### config.mk
export PLATFORM = sky130hd
export DESIGN_NAME = regfile_wb_ctrl
export DESIGN_NICKNAME = d
export VERILOG_FILES = /design/src/rtl/regfile_wb_ctrl_pkg.sv /design/src/rtl/rr_arbiter2.sv /design/src/rtl/regfile_wb_ctrl.sv
export SDC_FILE = /design/constraint.sdc
export NUM_CORES = 1
export LEC_CHECK = 0
export CAP_MARGIN = 20
export CORE_ASPECT_RATIO = 0.7
export CORE_UTILIZATION = 46
export DETAILED_ROUTE_END_ITERATION = 8
export GPL_TIMING_DRIVEN = 0
export PLACE_DENSITY = 0.82
export SKIP_CTS_REPAIR_TIMING = 1
export SLEW_MARGIN = 20
export SYNTH_ARGS = -nofsm -noshare
export SYNTH_HDL_FRONTEND = slang
export SYNTH_SLANG_ARGS = --single-unit
export TNS_END_PERCENT = 30
### constraint.sdc
create_clock -name clk -period 5.8 [get_ports clk]
set_input_delay 1.45 -clock clk [delete_from_list [all_inputs] [get_ports clk]]
set_output_delay 1.45 -clock clk [all_outputs]
set_load 0.02 [all_outputs]
### src/rtl/regfile_wb_ctrl_pkg.sv
// Shared types and constants for the register-file write-back controller.
package regfile_ctrl_pkg;

  localparam int NUM_REGS = 32;

  typedef logic [4:0]  reg_idx_t;
  typedef logic [63:0] word_t;

  localparam reg_idx_t ZERO_REG = 5'd31;

endpackage

### src/rtl/rr_arbiter2.sv
// Two-requester round-robin arbiter; req[0]/gnt[0] is A, req[1]/gnt[1] is B.
module rr_arbiter2 (
  input  logic       clk,
  input  logic       reset,
  input  logic [1:0] req,
  output logic [1:0] gnt
);

  // last_grant_q: 1 means B won the most recent contest, so A wins the next.
  logic last_grant_q;
  logic last_grant_d;

  always_comb begin
    gnt          = 2'b00;
    last_grant_d = last_grant_q;
    case (req)
      2'b01:   gnt = 2'b01;
      2'b10:   gnt = 2'b10;
      2'b11: begin
        gnt          = last_grant_q ? 2'b01 : 2'b10;
        last_grant_d = ~last_grant_q;
      end
      default: gnt = 2'b00;
    endcase
  end

  always_ff @(posedge clk) begin
    if (reset) last_grant_q <= 1'b1;
    else       last_grant_q <= last_grant_d;
  end

endmodule

### src/rtl/regfile_wb_ctrl.sv
// Write-back controller: arbitrates ALU/load results onto the register file's
// single write port and tracks pending writes so decode can stall on operands.
module regfile_wb_ctrl
  import regfile_ctrl_pkg::*;
(
  input  logic        clk,
  input  logic        reset,
  input  logic        issue_valid,
  input  logic [4:0]  issue_reg,
  output logic        issue_ready,
  input  logic [4:0]  rd_reg1,
  input  logic [4:0]  rd_reg2,
  output logic        stall,
  input  logic        a_valid,
  input  logic [4:0]  a_reg,
  input  logic [63:0] a_data,
  output logic        a_ready,
  input  logic        b_valid,
  input  logic [4:0]  b_reg,
  input  logic [63:0] b_data,
  output logic        b_ready,
  output logic        RegWrite,
  output logic [4:0]  WriteRegister,
  output logic [63:0] WriteData
);

  // Handshake: a transfer happens in a cycle where valid and ready are both
  // high; ready is combinational and a requester holds valid/reg/data stable
  // until it sees ready.
  logic [NUM_REGS-1:0] pending_q, pending_d;
  logic                reg_write_q, reg_write_d;
  reg_idx_t            write_register_q, write_register_d;
  word_t               write_data_q, write_data_d;

  logic [1:0] gnt;
  reg_idx_t   wb_reg;
  word_t      wb_data;
  logic       issue_accept;

  rr_arbiter2 u_arb (
    .clk   (clk),
    .reset (reset),
    .req   ({b_valid, a_valid}),
    .gnt   (gnt)
  );

  assign a_ready = gnt[0];
  assign b_ready = gnt[1];

  assign issue_ready  = !issue_valid || (issue_reg == ZERO_REG) || !pending_q[issue_reg];
  assign issue_accept = issue_valid && issue_ready && (issue_reg != ZERO_REG);
  assign stall        = pending_q[rd_reg1] || pending_q[rd_reg2];

  always_comb begin
    wb_reg           = gnt[0] ? a_reg  : b_reg;
    wb_data          = gnt[0] ? a_data : b_data;
    reg_write_d      = (|gnt) && (wb_reg != ZERO_REG);
    write_register_d = write_register_q;
    write_data_d     = write_data_q;
    if (reg_write_d) begin
      write_register_d = wb_reg;
      write_data_d     = wb_data;
    end
  end

  // Clear first, then set, so an issue landing on the same edge as the write wins.
  always_comb begin
    pending_d = pending_q;
    if (reg_write_q) pending_d[write_register_q] = 1'b0;
    if (issue_accept) pending_d[issue_reg] = 1'b1;
    pending_d[ZERO_REG] = 1'b0;
  end

  always_ff @(posedge clk) begin
    if (reset) begin
      pending_q        <= '0;
      reg_write_q      <= 1'b0;
      write_register_q <= '0;
      write_data_q     <= '0;
    end else begin
      pending_q        <= pending_d;
      reg_write_q      <= reg_write_d;
      write_register_q <= write_register_d;
      write_data_q     <= write_data_d;
    end
  end

  assign RegWrite      = reg_write_q;
  assign WriteRegister = write_register_q;
  assign WriteData     = write_data_q;

endmodule

### Word-level counts from Yosys, hierarchy flattened

Index checks and enable logic that the tools add are counted.

* order comparisons: 6
* eq/ne operators: 6
* multiplexer cells: 16
* bitwise operators: 4
* reduce and logical (&&, ||, !) cells: 11

Operator list (number)
* $mux W64: 1
* $mux W31: 2
* $and A31 B31 Y31: 1
* $not A31 Y31: 1
* $or A31 B31 Y31: 1
* $lt A5 B6 Y1 const B: 4
* $bmux W1 S5: 3
* $demux W1 S5: 2
* $ge A5 B1 Y1 const B: 2
* $ne A5 B5 Y1 const B: 2
* $pmux W2 S3: 1
* $eq A5 B5 Y1 const B: 1
* $logic_and A1 B1 Y1: 5
* $mux W1: 5
* $mux W5: 1
* $eq A2 B2 Y1 const B: 2
* $logic_or A1 B1 Y1: 3
* $eq A2 B1 Y1 const B: 1
* $logic_not A1 Y1: 2
* $mux W2: 1
* $reduce_or A2 Y1: 1
* $not A1 Y1: 1

* flip-flop bits (word level): 102
* input bits: 158
* output and inout bits: 74

### Depth between registers and ports, before layout

* depth in word-level cells: 9
* gate-level depth with buffers: 9
* mapped depth without buffers: 5

### By module

A second synthesis with hierarchy kept.

* cell total of the unflattened synthesis: 566
* area total of the unflattened synthesis: 5328.9 sq um

By module, submodules not included
* regfile_wb_ctrl: times used 1, cells each 559, area each 5267.6 sq um, seq. area each 2021.9 sq um
* rr_arbiter2: times used 1, cells each 7, area each 61.3 sq um, seq. area each 20.0 sq um

### Least setup slack after synthesis

Ideal clock, no wire load.

* path type: input to output
* from: input rd_reg2[0]
* to: output stall
* data arrival time: 2972 ps
* required time: 4350 ps
* path slack: 1378 ps
* cell stages on the path: 5
* buffers on the path: 1
* path through: clkbuf_1 > mux4_2 > o311a_1 > a211oi_1 > nand3_1

* word-level cells in the longest chain between the ends: 3

RTL lines
* start, declared: line regfile_wb_ctrl.sv:12 `input logic [4:0] rd_reg2,`
* $bmux W1 S5: line regfile_wb_ctrl.sv:52 `assign stall = pending_q[rd_reg1] || pending_q[rd_reg2];`
* $mux W1 (implied by the code): line regfile_wb_ctrl.sv:52
* $logic_or A1 B1 Y1: line regfile_wb_ctrl.sv:52
* end, declared: line regfile_wb_ctrl.sv:13 `output logic stall,`

No other way between the ends. The select of a mux whose other input is x is not followed.

### Worst setup path after layout

* from: input issue_reg[0]
* to: output issue_ready

* word-level cells in the longest chain between the ends: 4

RTL lines
* start, declared: line regfile_wb_ctrl.sv:9 `input logic [4:0] issue_reg,`
* $bmux W1 S5: line regfile_wb_ctrl.sv:50 `assign issue_ready = !issue_valid || (issue_reg == ZERO_REG) || !pending_q[issue_reg];`
* $mux W1 (implied by the code): line regfile_wb_ctrl.sv:50
* $logic_not A1 Y1: line regfile_wb_ctrl.sv:50
* $logic_or A1 B1 Y1 *: line regfile_wb_ctrl.sv:50
* end, declared: line regfile_wb_ctrl.sv:10 `output logic issue_ready,`

Mark *: on every way between the ends. The rest lies on a longest branch, timed or not. The select of a mux whose other input is x is not followed.

==> results_dict.tcl <==
set metrics [dict create \
    status "finished clean" \
    p_clk_share_pct 32.8 \
    hp-class "flip-flop to flip-flop" \
    skew_ns 0.00983 \
    antenna_found_initial 0 \
    cts_tree "built" \
    dpl.hpwl_mm 15.6 \
    grt.total_usage_pct 34.1 \
    r2r_start "u_arb.last_grant_q$_SDFFE_PP1N_" \
    dieArea_um2 12000 \
    yosysSeqAreaShare_pct 38.4 \
    dieHeight_um 92.0 \
    drtAntennaViolNets 0 \
    synth.largest_area_cell "dfxtp_1" \
    drive_gt1_share_pct 7.37 \
    start_kind "input pin" \
    critPathRequiredTime_ns 4.35 \
    cts_buffer_depth 2 \
    netlist_area_um2 5320 \
    netlist_instances 643 \
    num_rows 32 \
    clk_pin_slew_ns 0.07 \
    power_frac_comb_pct 25.7 \
    slew_headroom_pct 55.6 \
    n_antenna_cell 0 \
    wl_per_cell_um 19.4 \
    slew_violations 0 \
    fp.coreArea_um2 11100 \
    syn_nets 801 \
    synth_top_area_share_pct 38.4 \
    r2r-end "WriteData[45]$_SDFFE_PP0P_" \
    worst_r2r_path_depth 7 \
    viasPerCell 5.84 \
    numCtsBuffers 9 \
    cp_max_fo 4 \
    vdd_drop_max_uv 171 \
    gp_congestion 0.921 \
    worstMarginPinSlew_ns 0.665 \
    syn_to_final_growth_pct 51.2 \
    hp-start "WriteData[55]$_SDFFE_PP0P_" \
    drt_first_pass_iters 5 \
    grt_max_degree 17 \
    rsz0062_at_grt "false" \
    finalHoldViolations 0 \
    finalSetupViolCount 0 \
    grt_pass1_wl_mm 31.1 \
    min_period_ns 5.68 \
    cts_max_level 3 \
    wirelength_mm 20.1 \
    cts.sinks 102 \
    start_util_pct 47.8 \
    crit_arrival_ns 4.23 \
    stdcell_area_um2 8040 \
    r2r_slack_ns 3.66 \
    grt_overflow_total 0 \
    whs_ns 0.498 \
    synth.area.top_cells "dfxtp_1 38%, nand2_1 11%, a311oi_1 11%" \
    portBuffers 223 \
    yosysWarnings 0 \
    crit_type "input pin to primary output" \
    pwr-share-seq_pct 41.5 \
    p_per_area_nw_per_um2 236 \
    sw_frac_of_total_pct 29.1 \
    total_power_mw 1.89 \
    p_sw_mw 0.552 \
    cp_cell_sequence "clkdlybuf4s50_1 -> mux4_1 -> nor3b_1 -> a311oi_2 -> o211ai_1 -> o2111ai_1 -> clkdlybuf4s50_1" \
    holdPathStages 2 \
    initialDrtViolationCount 545 \
    final_nets 1035 \
    dp.cells 1019 \
    max_freq_mhz 176 \
    drc 0 \
    cp_num_buf_inv 2 \
    fin_setup_tns_ns 0 \
    intPower_mw 1.34 \
    avgSynthCellArea_um2 8.27 \
    critPathMostFrequentCell "clkdlybuf4s50_1" \
    ys_seq_elements 102 \
    die_width_um 131 \
    slowest_stage "mux4_1" \
    critPathTopFamily "buffers and inverters" \
    min_period_over_period_pct 97.9 \
    endpoint_kind "primary output" \
    power_leakage_nw 3.03 \
    io_pins 232 \
    place_area_um2 7740 \
    layout.cells.non_filler 1035 \
    root_buffer "clkbuf_16" \
    max_stage_delay_ns 0.66 \
    hold_path_end "WriteData[55]$_SDFFE_PP0P_" \
    netlist-cell-type-count 48 \
    insertion_delay_ns 0.35 \
    grt_pass1_vias 5798 \
    cap_violations 0 \
    vias 6040 \
]
## power by group through the flow
stage / combinational (mW) / clock [mW] / sequential, mW
2_1_floorplan: 0.167 / 0 / 0.850
3_3_place_gp: 0.472 / 0 / 0.797
3_5_place_dp: 0.481 / 0 / 0.799
4_1_cts: 0.484 / 0.626 / 0.784
5_1_grt: 0.519 / 0.653 / 0.790
6_report: 0.487 / 0.622 / 0.786
## worst min-delay path, stage by stage (launching register included)
cell      delay [ns]
dfxtp_1         0.31
nor2_1          0.09
a311oi_1        0.05
## cells in the mapped netlist (all sizes together)
master   count
a211oi       2
a21bo        1
a21oi        2
a311o        1
a311oi      67
and3         2
and4b        1
buf         23
clkbuf      33
dfxtp      102
inv          8
mux2         1
mux2i        7
mux4        22
nand2      162
nand2b       5
nand3        4
nand3b      23
nand4        3
nand4bb      1
nor2        74
nor2b       18
nor3         4
nor3b        9
nor4bb       1
o2111ai      3
o211ai       1
o21ai       50
o21bai       1
o221ai       1
o22ai        2
o2bb2ai      1
o311a        1
o31ai        1
o32a         1
or2          3
or3b         1
or4b         1
## cells by family after synthesis
kind of cell / Yosys count / share of synthesized area [%]
AOI/OAI and AO/OA: 135 / 18.6
DFF: 102 / 38.4
and+or+nand+nor: 312 / 26.8
muxes: 30 / 11.1
buffers and inverters: 64 / 5.20
## sequential cells by signal, summed over array words and instances, names as in the netlist
register / count
RegWrite: 1
pending_q: 31
WriteData: 64
WriteRegister: 5
u_arb.last_grant_q: 1
## metrics by stage
stage,setup WS (ns),util [%]
final,0.120,72.2
after global routing,0.0235,72.2
after CTS,0.124,72.2
after detailed placement,0.147,69.5
after global placement,0.170,69.5
after floorplan,1.38,-
## worst max-delay path by stage
stage / from / endpoint / slack (ns) / cells after the start
floorplan: rd_reg2[0] / stall / 1.38 / 5
detailed placement: issue_reg[0] / issue_ready / 0.15 / 7
finish: issue_reg[0] / issue_ready / 0.12 / 7
global route: issue_reg[0] / issue_ready / 0.02 / 7
global placement: issue_reg[0] / issue_ready / 0.17 / 7
CTS: issue_reg[0] / issue_ready / 0.12 / 7
## placed cells by master, fill, tap and decap left out, types with 18 or more instances in the layout
cell type        Yosys  layout
nand2_1            162     162
o21ai_1             18      18
clkdlybuf4s50_1      0     223
nor2_1              74      74
nand3b_1            22      22
o21ai_0             32      32
mux4_2              19      19
a311oi_1            66      66
buf_2               19      19
clkbuf_1            32      34
nor2b_1             18      18
dfxtp_1            102     102
## routing by layer
| layer | wire [um] | track usage (%) | share of wire (%) |
|---|---|---|---|
| met1 | 7810 | 43.3 | 39 |
| met2 | 9500 | 54.4 | 47 |
| met3 | 2270 | 11.0 | 11 |
| met4 | 533 | 11.5 | 2.6 |
| met5 | 0 | 0 | 0 |
## final cells by class
class	count	area, um^2
plain buffers	56	246
well taps	153	191
fillers	872	3090
repair buffers	223	2230
clock inverters	4	53.8
multi-input cells	477	3000
inverters	8	30.0
clock buffers	12	246
flip-flops and latches	102	2040
No activity file was read; power rests on OpenSTA's default activity.
